===== src/rtl/dot_matrix_scanner_pkg.sv =====
// rtl/dot_matrix_scanner_pkg.sv - shared constants and FSM state encoding for the dot matrix scanner
package dot_matrix_scanner_pkg;

  localparam int N_ROWS = 16;

  typedef enum logic [1:0] {
    ST_IDLE  = 2'd0,
    ST_BLANK = 2'd1,
    ST_FETCH = 2'd2,
    ST_SHOW  = 2'd3
  } state_e;

endpackage


===== src/rtl/dot_matrix_scanner.sv =====
// rtl/dot_matrix_scanner.sv - 16-row LED dot matrix scanner with blanking, column fetch and frame pulse
module dot_matrix_scanner
  import dot_matrix_scanner_pkg::*;
#(
  parameter int ROW_CYCLES   = 50000,
  parameter int BLANK_CYCLES = 4
) (
  input  logic        clk,
  input  logic        rst,
  input  logic        en,
  input  logic [15:0] col_in,
  output logic [3:0]  row_bin,
  output logic [15:0] row,
  output logic [15:0] col,
  output logic        frame_done
);

  localparam int MAX_CYCLES = (ROW_CYCLES > BLANK_CYCLES) ? ROW_CYCLES : BLANK_CYCLES;
  localparam int CW         = $clog2(MAX_CYCLES + 1);

  state_e        state_q, state_d;
  logic [3:0]    index_q, index_d;
  logic [CW-1:0] cnt_q, cnt_d;
  logic [15:0]   col_q, col_d;
  logic          frame_q, frame_d;
  logic          last_row;

  assign last_row = (index_q == 4'(N_ROWS - 1));

  always_comb begin
    state_d = state_q;
    index_d = index_q;
    cnt_d   = cnt_q;
    col_d   = col_q;
    frame_d = 1'b0;
    unique case (state_q)
      ST_IDLE: begin
        index_d = 4'd0;
        cnt_d   = '0;
        col_d   = 16'd0;
        if (en) state_d = ST_BLANK;
      end
      ST_BLANK: begin
        if (cnt_q == CW'(BLANK_CYCLES - 1)) begin
          cnt_d   = '0;
          state_d = ST_FETCH;
        end else begin
          cnt_d = cnt_q + 1'b1;
        end
      end
      ST_FETCH: begin
        col_d   = col_in;
        cnt_d   = '0;
        state_d = ST_SHOW;
      end
      ST_SHOW: begin
        if (cnt_q == CW'(ROW_CYCLES - 1)) begin
          cnt_d   = '0;
          index_d = last_row ? 4'd0 : index_q + 4'd1;
          frame_d = last_row;
          state_d = ST_BLANK;
        end else begin
          cnt_d = cnt_q + 1'b1;
        end
      end
      default: state_d = ST_IDLE;
    endcase
    // Dropping enable aborts the row at once and suppresses any pending frame pulse.
    if (state_q != ST_IDLE && !en) begin
      state_d = ST_IDLE;
      index_d = 4'd0;
      cnt_d   = '0;
      col_d   = 16'd0;
      frame_d = 1'b0;
    end
  end

  always_ff @(posedge clk) begin
    if (rst) begin
      state_q <= ST_IDLE;
      index_q <= 4'd0;
      cnt_q   <= '0;
      col_q   <= 16'd0;
      frame_q <= 1'b0;
    end else begin
      state_q <= state_d;
      index_q <= index_d;
      cnt_q   <= cnt_d;
      col_q   <= col_d;
      frame_q <= frame_d;
    end
  end

  // Row and column drive are both gated by SHOW so they can never overlap a row change.
  assign row_bin    = index_q;
  assign row        = (state_q == ST_SHOW) ? (16'd1 << index_q) : 16'd0;
  assign col        = (state_q == ST_SHOW) ? col_q : 16'd0;
  assign frame_done = frame_q;

endmodule

===== config.mk =====
export PLATFORM = sky130hd
export DESIGN_NAME = dot_matrix_scanner
export DESIGN_NICKNAME = d
export VERILOG_FILES = /design/src/rtl/dot_matrix_scanner_pkg.sv /design/src/rtl/dot_matrix_scanner.sv
export SDC_FILE = /design/constraint.sdc
export NUM_CORES = 1
export LEC_CHECK = 0
export CORE_MARGIN = 5
export CORE_UTILIZATION = 50
export CTS_BUF_LIST = sky130_fd_sc_hd__clkbuf_8
export CTS_CLUSTER_DIAMETER = 40
export DETAILED_ROUTE_END_ITERATION = 16
export PLACE_DENSITY_LB_ADDON = 0.3
export SKIP_CTS_REPAIR_TIMING = 1
export SLEW_MARGIN = 20
export SYNTH_ARGS = -nofsm -noshare
export SYNTH_HDL_FRONTEND = slang
export SYNTH_SLANG_ARGS = --single-unit

===== constraint.sdc =====
create_clock -name clk -period 5.8 [get_ports clk]
set_input_delay 1.16 -clock clk [delete_from_list [all_inputs] [get_ports clk]]
set_output_delay 1.16 -clock clk [all_outputs]
set_load 0.01 [all_outputs]

==> results of run 1 <==
## power groups by stage
stage               sequential [W]  clock (W)  combinational [W]
finish                    0.000295   0.000230           0.000149
CTS                       0.000295   0.000236           0.000149
detailed placement        0.000301          0           0.000149
global placement          0.000300          0           0.000144
global route              0.000297   0.000246           0.000168
floorplan                 0.000298          0           0.000119
## per-layer routing
layer  vias up  share of wire  global-route usage
li1       1008              -                   -
met5         -              0                   0
met2        47           0.49               0.307
met3         2          0.065              0.0515
met1       908           0.44               0.207
met4         0         0.0073              0.0602
## cell families (layout without fill, tap and decap cells)
family,Yosys count,count (layout)
flops,39,39
fa+ha+maj,12,12
buf+inv,26,74
simple gates,138,138
compound gates,38,38
xor+xnor,11,11
## final timing paths
kind / to / cells after the start
setup / recovery: row[0] / 4
hold / removal: cnt_q[0] / 1
setup reg to reg: cnt_q[2] / 7
hold reg to reg: cnt_q[0] / 1
## area by class of cell
class,count,area share
Multi-Input combinational cell,199,0.440
Sequential cell,39,0.281
Timing Repair Buffer,56,0.201
Clock buffer,6,0.0297
Tap cell,50,0.0225
Inverter,10,0.0135
Clock inverter,2,0.0126
## flip-flops by register name, summed over array words and instances (netlist names)
name / count
frame_done: 1
state_q: 2
cnt_q: 16
row_bin: 4
col_q: 16
## cells in the final DEF (no fill, tap or decap), types with 2 or more instances in the layout
master	n
nand3_1	9
nor4_1	5
o31ai_1	3
ha_1	12
nor2_1	43
or4_1	4
inv_1	10
nand2_1	13
a21oi_1	24
clkdlybuf4s50_1	55
and2_1	17
o211ai_1	4
or3_1	5
clkbuf_8	6
and3_1	2
xor2_1	5
nor3_1	7
nand4_1	8
and4_1	2
nor3b_1	16
xnor2_1	6
dfxtp_1	39
o21ai_0	2
## metrics by stage
stage                     hold slack, ns  power, W   util  worst slack (ns)  area, um2
after floorplan                    0.438  0.000417      -              3.52       2140
after global placement             0.453  0.000444  0.649              2.09       2650
after detailed placement           0.468  0.000450  0.651              2.24       2660
after CTS                          0.491  0.000680  0.680              2.12       2780
after global routing               0.515  0.000710  0.680              1.92       2780
final                              0.490  0.000674  0.680              2.16       2780
==> results.yml, run 1 <==
logic_synthesis:
  synth_top_area_frac: 0.365
  synth_edf_count: 0
  ys_ff_latch: 39
  yosysTopAreaCell: "dfxtp_1"
  ys_seq_area_frac: 0.365
  synth_top_family_by_area: "simple AND/OR/NAND/NOR gates"
  synth_compound_area_frac: 0.106
  synth.mux.area_fraction: 0
  synth.distinct_cells: 38
  syn_area_um2: 2140
  async_reset_ff_frac: 0
  yosys.area_share.simple: 0.350
  syn_area_per_cell_um2: 8.10
  netlist_instances: 264
  mappedNetlistNets: 295
  yosys.area_share.adder: 0.0702
  synthTopCellsByCount: "nor2_1, dfxtp_1, a21oi_1"
  synth_xor_area_frac: 0.0451
  synth_area_leaders: "dfxtp_1, nor2_1, ha_1, a21oi_1, nor3b_1"
  ys_warn_count: 0
  ys.flop_type: "dfxtp_1"
  synth_most_common_cell: "nor2_1"
power_and_ir_drop:
  p_per_area_nw_per_um2: 243
  clock_power_share: 0.342
  p_int_w: 0.000474
  peakVddDrop_v: 0.000157
  p_switching_w: 0.000200
  power_leakage_nw: 0.935
  p_comb_frac: 0.221
  p_seq_frac: 0.437
  swShare: 0.297
min_path:
  min_path_type: "register to register"
  hold_path.startpoint: "cnt_q[0]"
route:
  drt_iter0_markers: 127
  via_count: 1965
  vias_per_cell: 5.43
  first_pass_iters: 4
  antenna_left: 0
  post-route-drc-count: 0
  drt-total-wl_um: 4770
  wl_per_cell_um: 13.2
sta:
  period_minus_slack_ns: 3.64
  rsz0062_at_grt: "false"
  worst_pin_slew_ns: 1.05
  clock.fmax_mhz: 275
  min_period_over_period: 0.628
  final-max-slew-violation-count: 0
  relSlewSlack: 0.302
  finClkSkew_ns: 0.00571
  finalSetupTns_ns: 0
  finalHoldViolations: 0
  finalSetupViolCount: 0
critical_path:
  critPathRequiredTime_ns: 4.64
  critPathTopFamily: "adder cells"
  max_stage_delay_ns: 0.76
  critPathBufInv: 1
  startpoint_type: "register"
  critPathKind: "register to primary output"
  crit_fanout: 29
  r2r_start: "state_q[0]"
  slowest_stage: "ha_1"
  cp-startpoint: "state_q[0]"
  cp_cell_sequence: "ha_1, nand2_1, nor3_1, clkdlybuf4s50_1"
  timing.reg2reg.setup_slack_ns: 2.82
  critPathArrivalTime_ns: 2.48
  worstSetupEndpointType: "primary output"
job:
  maxCapViolations: 0
global_routing:
  grt-ovfl-total: 0
  grt_usage: 0.176
  grt_pass1_vias: 1797
  grt_pass1_wl_um: 7810
  antenna_found_initial: 0
  grt_max_degree: 33
placed_design:
  dp_hpwl_um: 3430
  gp_congestion: 0.841
  dpl.cell_count: 354
  port_buffers: 55
cts:
  cts_num_sinks: 39
  cts_max_level: 2
  cts_tree: "done"
  numCtsBuffers: 5
  clockBufferDepth: 2
  clk_pin_slew_ns: 0.08
  cts-root-buf: "clkbuf_8"
  insertion_delay_ns: 0.29
outcome:
  status: "finished, final reports clean"
layout:
  multi_input_area_um2: 1220
  area_delta_synth_final_pct: 30.0
  fillers: 330
  register_area_um2: 781
  num_antenna_cells: 0
  num-nets-final: 342
  drive_gt1_frac: 0.0385
  fin_cells: 362
die:
  coreArea_um2: 4090
  die-area_um2: 5680
  start_util: 0.523
  num_rows: 23
  die_h_um: 75.4
  die_w_um: 75.4
  boundaryPins: 56
Power figures use the tool's default switching activity.
==> run 2, diff against run 1 <==
CORE_UTILIZATION = 45   (was 50)
clock period = 3 ns   (was 5.8 ns; I/O delays follow)
==> run 2 against run 1 <==
Compared with the run above: critical path depth unchanged; clock power up 70%; largest cell class unchanged; combinational power up 99%; critical path type unchanged; wire length up 1.9%; power up 86%; final cell count up 1.7%.
==> results.yml, run 2 (synthesis results as in run 1) <==
layout:
  final_cell_mix: "clkdlybuf4s50_1, nor2_1, dfxtp_1"
  num-nets-final: 344
  fin_cells: 368
  num_antenna_cells: 0
  fin_util: 0.598
  drive_gt1_frac: 0.0446
  fillers: 453
  final_common_cell: "clkdlybuf4s50_1"
  area_delta_synth_final_pct: 30.3
sta:
  relSlewSlack: 0.322
  rsz0062_at_grt: "false"
  finalSetupTns_ns: 0
  final-max-slew-violation-count: 0
  period_minus_slack_ns: 2.58
  finalHoldViolations: 0
  holdWs_ns: 0.476
  finClkSkew_ns: 0.00515
  clock.fmax_mhz: 387
  finalSetupViolCount: 0
  worst_pin_slew_ns: 1.02
  min_period_over_period: 0.861
power_and_ir_drop:
  total_power_w: 0.00126
  peakVddDrop_v: 0.000409
  power_leakage_nw: 0.935
  p_per_area_nw_per_um2: 451
die:
  die-area_um2: 6230
  num_rows: 25
  die_w_um: 78.9
  start_util: 0.459
  die_h_um: 78.9
  boundaryPins: 56
  coreArea_um2: 4660
min_path:
  hold_depth: 1
  min_path_type: "register to register"
  whs_endpoint: "cnt_q[0]"
  hold_path.startpoint: "cnt_q[0]"
outcome:
  status: "finished, final reports clean"
global_routing:
  grt-ovfl-total: 0
  grt_max_degree: 33
  grt_usage: 0.165
  antenna_found_initial: 0
  grt_pass1_wl_um: 8440
  grt_pass1_vias: 1949
placed_design:
  dp_hpwl_um: 3440
  dpl.cell_count: 360
  port_buffers: 55
  gp_congestion: 0.801
critical_path:
  timing.reg2reg.setup_slack_ns: 0.74
  startpoint_type: "register"
  ff2ff_path_depth: 4
  critPathArrivalTime_ns: 1.98
  crit_fanout: 22
  cp-startpoint: "state_q[0]"
  critPathRequiredTime_ns: 2.40
  r2r_start: "cnt_q[11]"
  worstSetupEndpointType: "primary output"
  r2r-end: "row_bin[3]"
  critPathKind: "register to primary output"
cts:
  numCtsBuffers: 5
  insertion_delay_ns: 0.29
  cts_num_sinks: 39
  clockBufferDepth: 2
  cts_max_level: 2
  cts-root-buf: "clkbuf_8"
  clk_pin_slew_ns: 0.08
  cts_tree: "done"
route:
  antenna_left: 0
  wl_per_cell_um: 13.2
  post-route-drc-count: 0
  drt-total-wl_um: 4860
  first_pass_iters: 4
  via_count: 1968
  vias_per_cell: 5.35
  drt_iter0_markers: 64
job:
  maxCapViolations: 0
-- run 2: changes by cell type in the layout (fill, tap and decap cells not counted), sizes merged --
cell,previous run,this run
buf,1,3
bufinv,1,0
clkbuf,6,7
clkinv,1,0
clkinvlp,0,1
-- run 2: area by class of cell --
type                            instances  area (um2)  area share
Clock buffer                            7        96.3      0.0346
Clock inverter                          1        7.51     0.00270
Inverter                               10        37.5      0.0135
Multi-Input combinational cell        199        1220       0.439
Sequential cell                        39         781       0.280
Tap cell                               54        67.6      0.0243
Timing Repair Buffer                   58         573       0.206
-- run 2: where the power goes --
| part | switching [W] | total (W) | internal, W |
|---|---|---|---|
| sequential | 0.0000228 | 0.000570 | 0.000548 |
| clock | 0.000181 | 0.000390 | 0.000209 |
| combinational | 0.000192 | 0.000297 | 0.000105 |
| total | 0.000396 | 0.00126 | 0.000862 |
-- run 2: through the flow --
stage                     instance area (um2)  setup slack (ns)
after global placement                   2680             0.772
after CTS                                2790             0.393
after global routing                     2790             0.244
after detailed placement                 2680             0.709
final                                    2790             0.417
after floorplan                          2140             0.806
-- run 2: routing by layer --
| layer | wire length [um] | vias to the layer above | track usage |
|---|---|---|---|
| met4 | 48 | 0 | 0.0601 |
| met2 | 2410 | 48 | 0.305 |
| met5 | 0 | - | 0 |
| met1 | 2130 | 904 | 0.186 |
| met3 | 268 | 5 | 0.0351 |
| li1 | - | 1011 | - |
-- run 2: how the worst max path moves through the flow --
stage / to / cells past startpoint
2_1_floorplan: row_bin[3] / 5
3_3_place_gp: col[11] / 4
3_5_place_dp: col[6] / 4
4_1_cts: col[6] / 4
5_1_grt: col[11] / 4
6_report: col[9] / 4
-- run 2: worst max-delay path: stages, from the launching register on --
cell and delay [ns]:
dfxtp_1 0.42, ha_1 0.31, buf_4 0.27, and2_1 0.16, clkdlybuf4s50_1 0.53
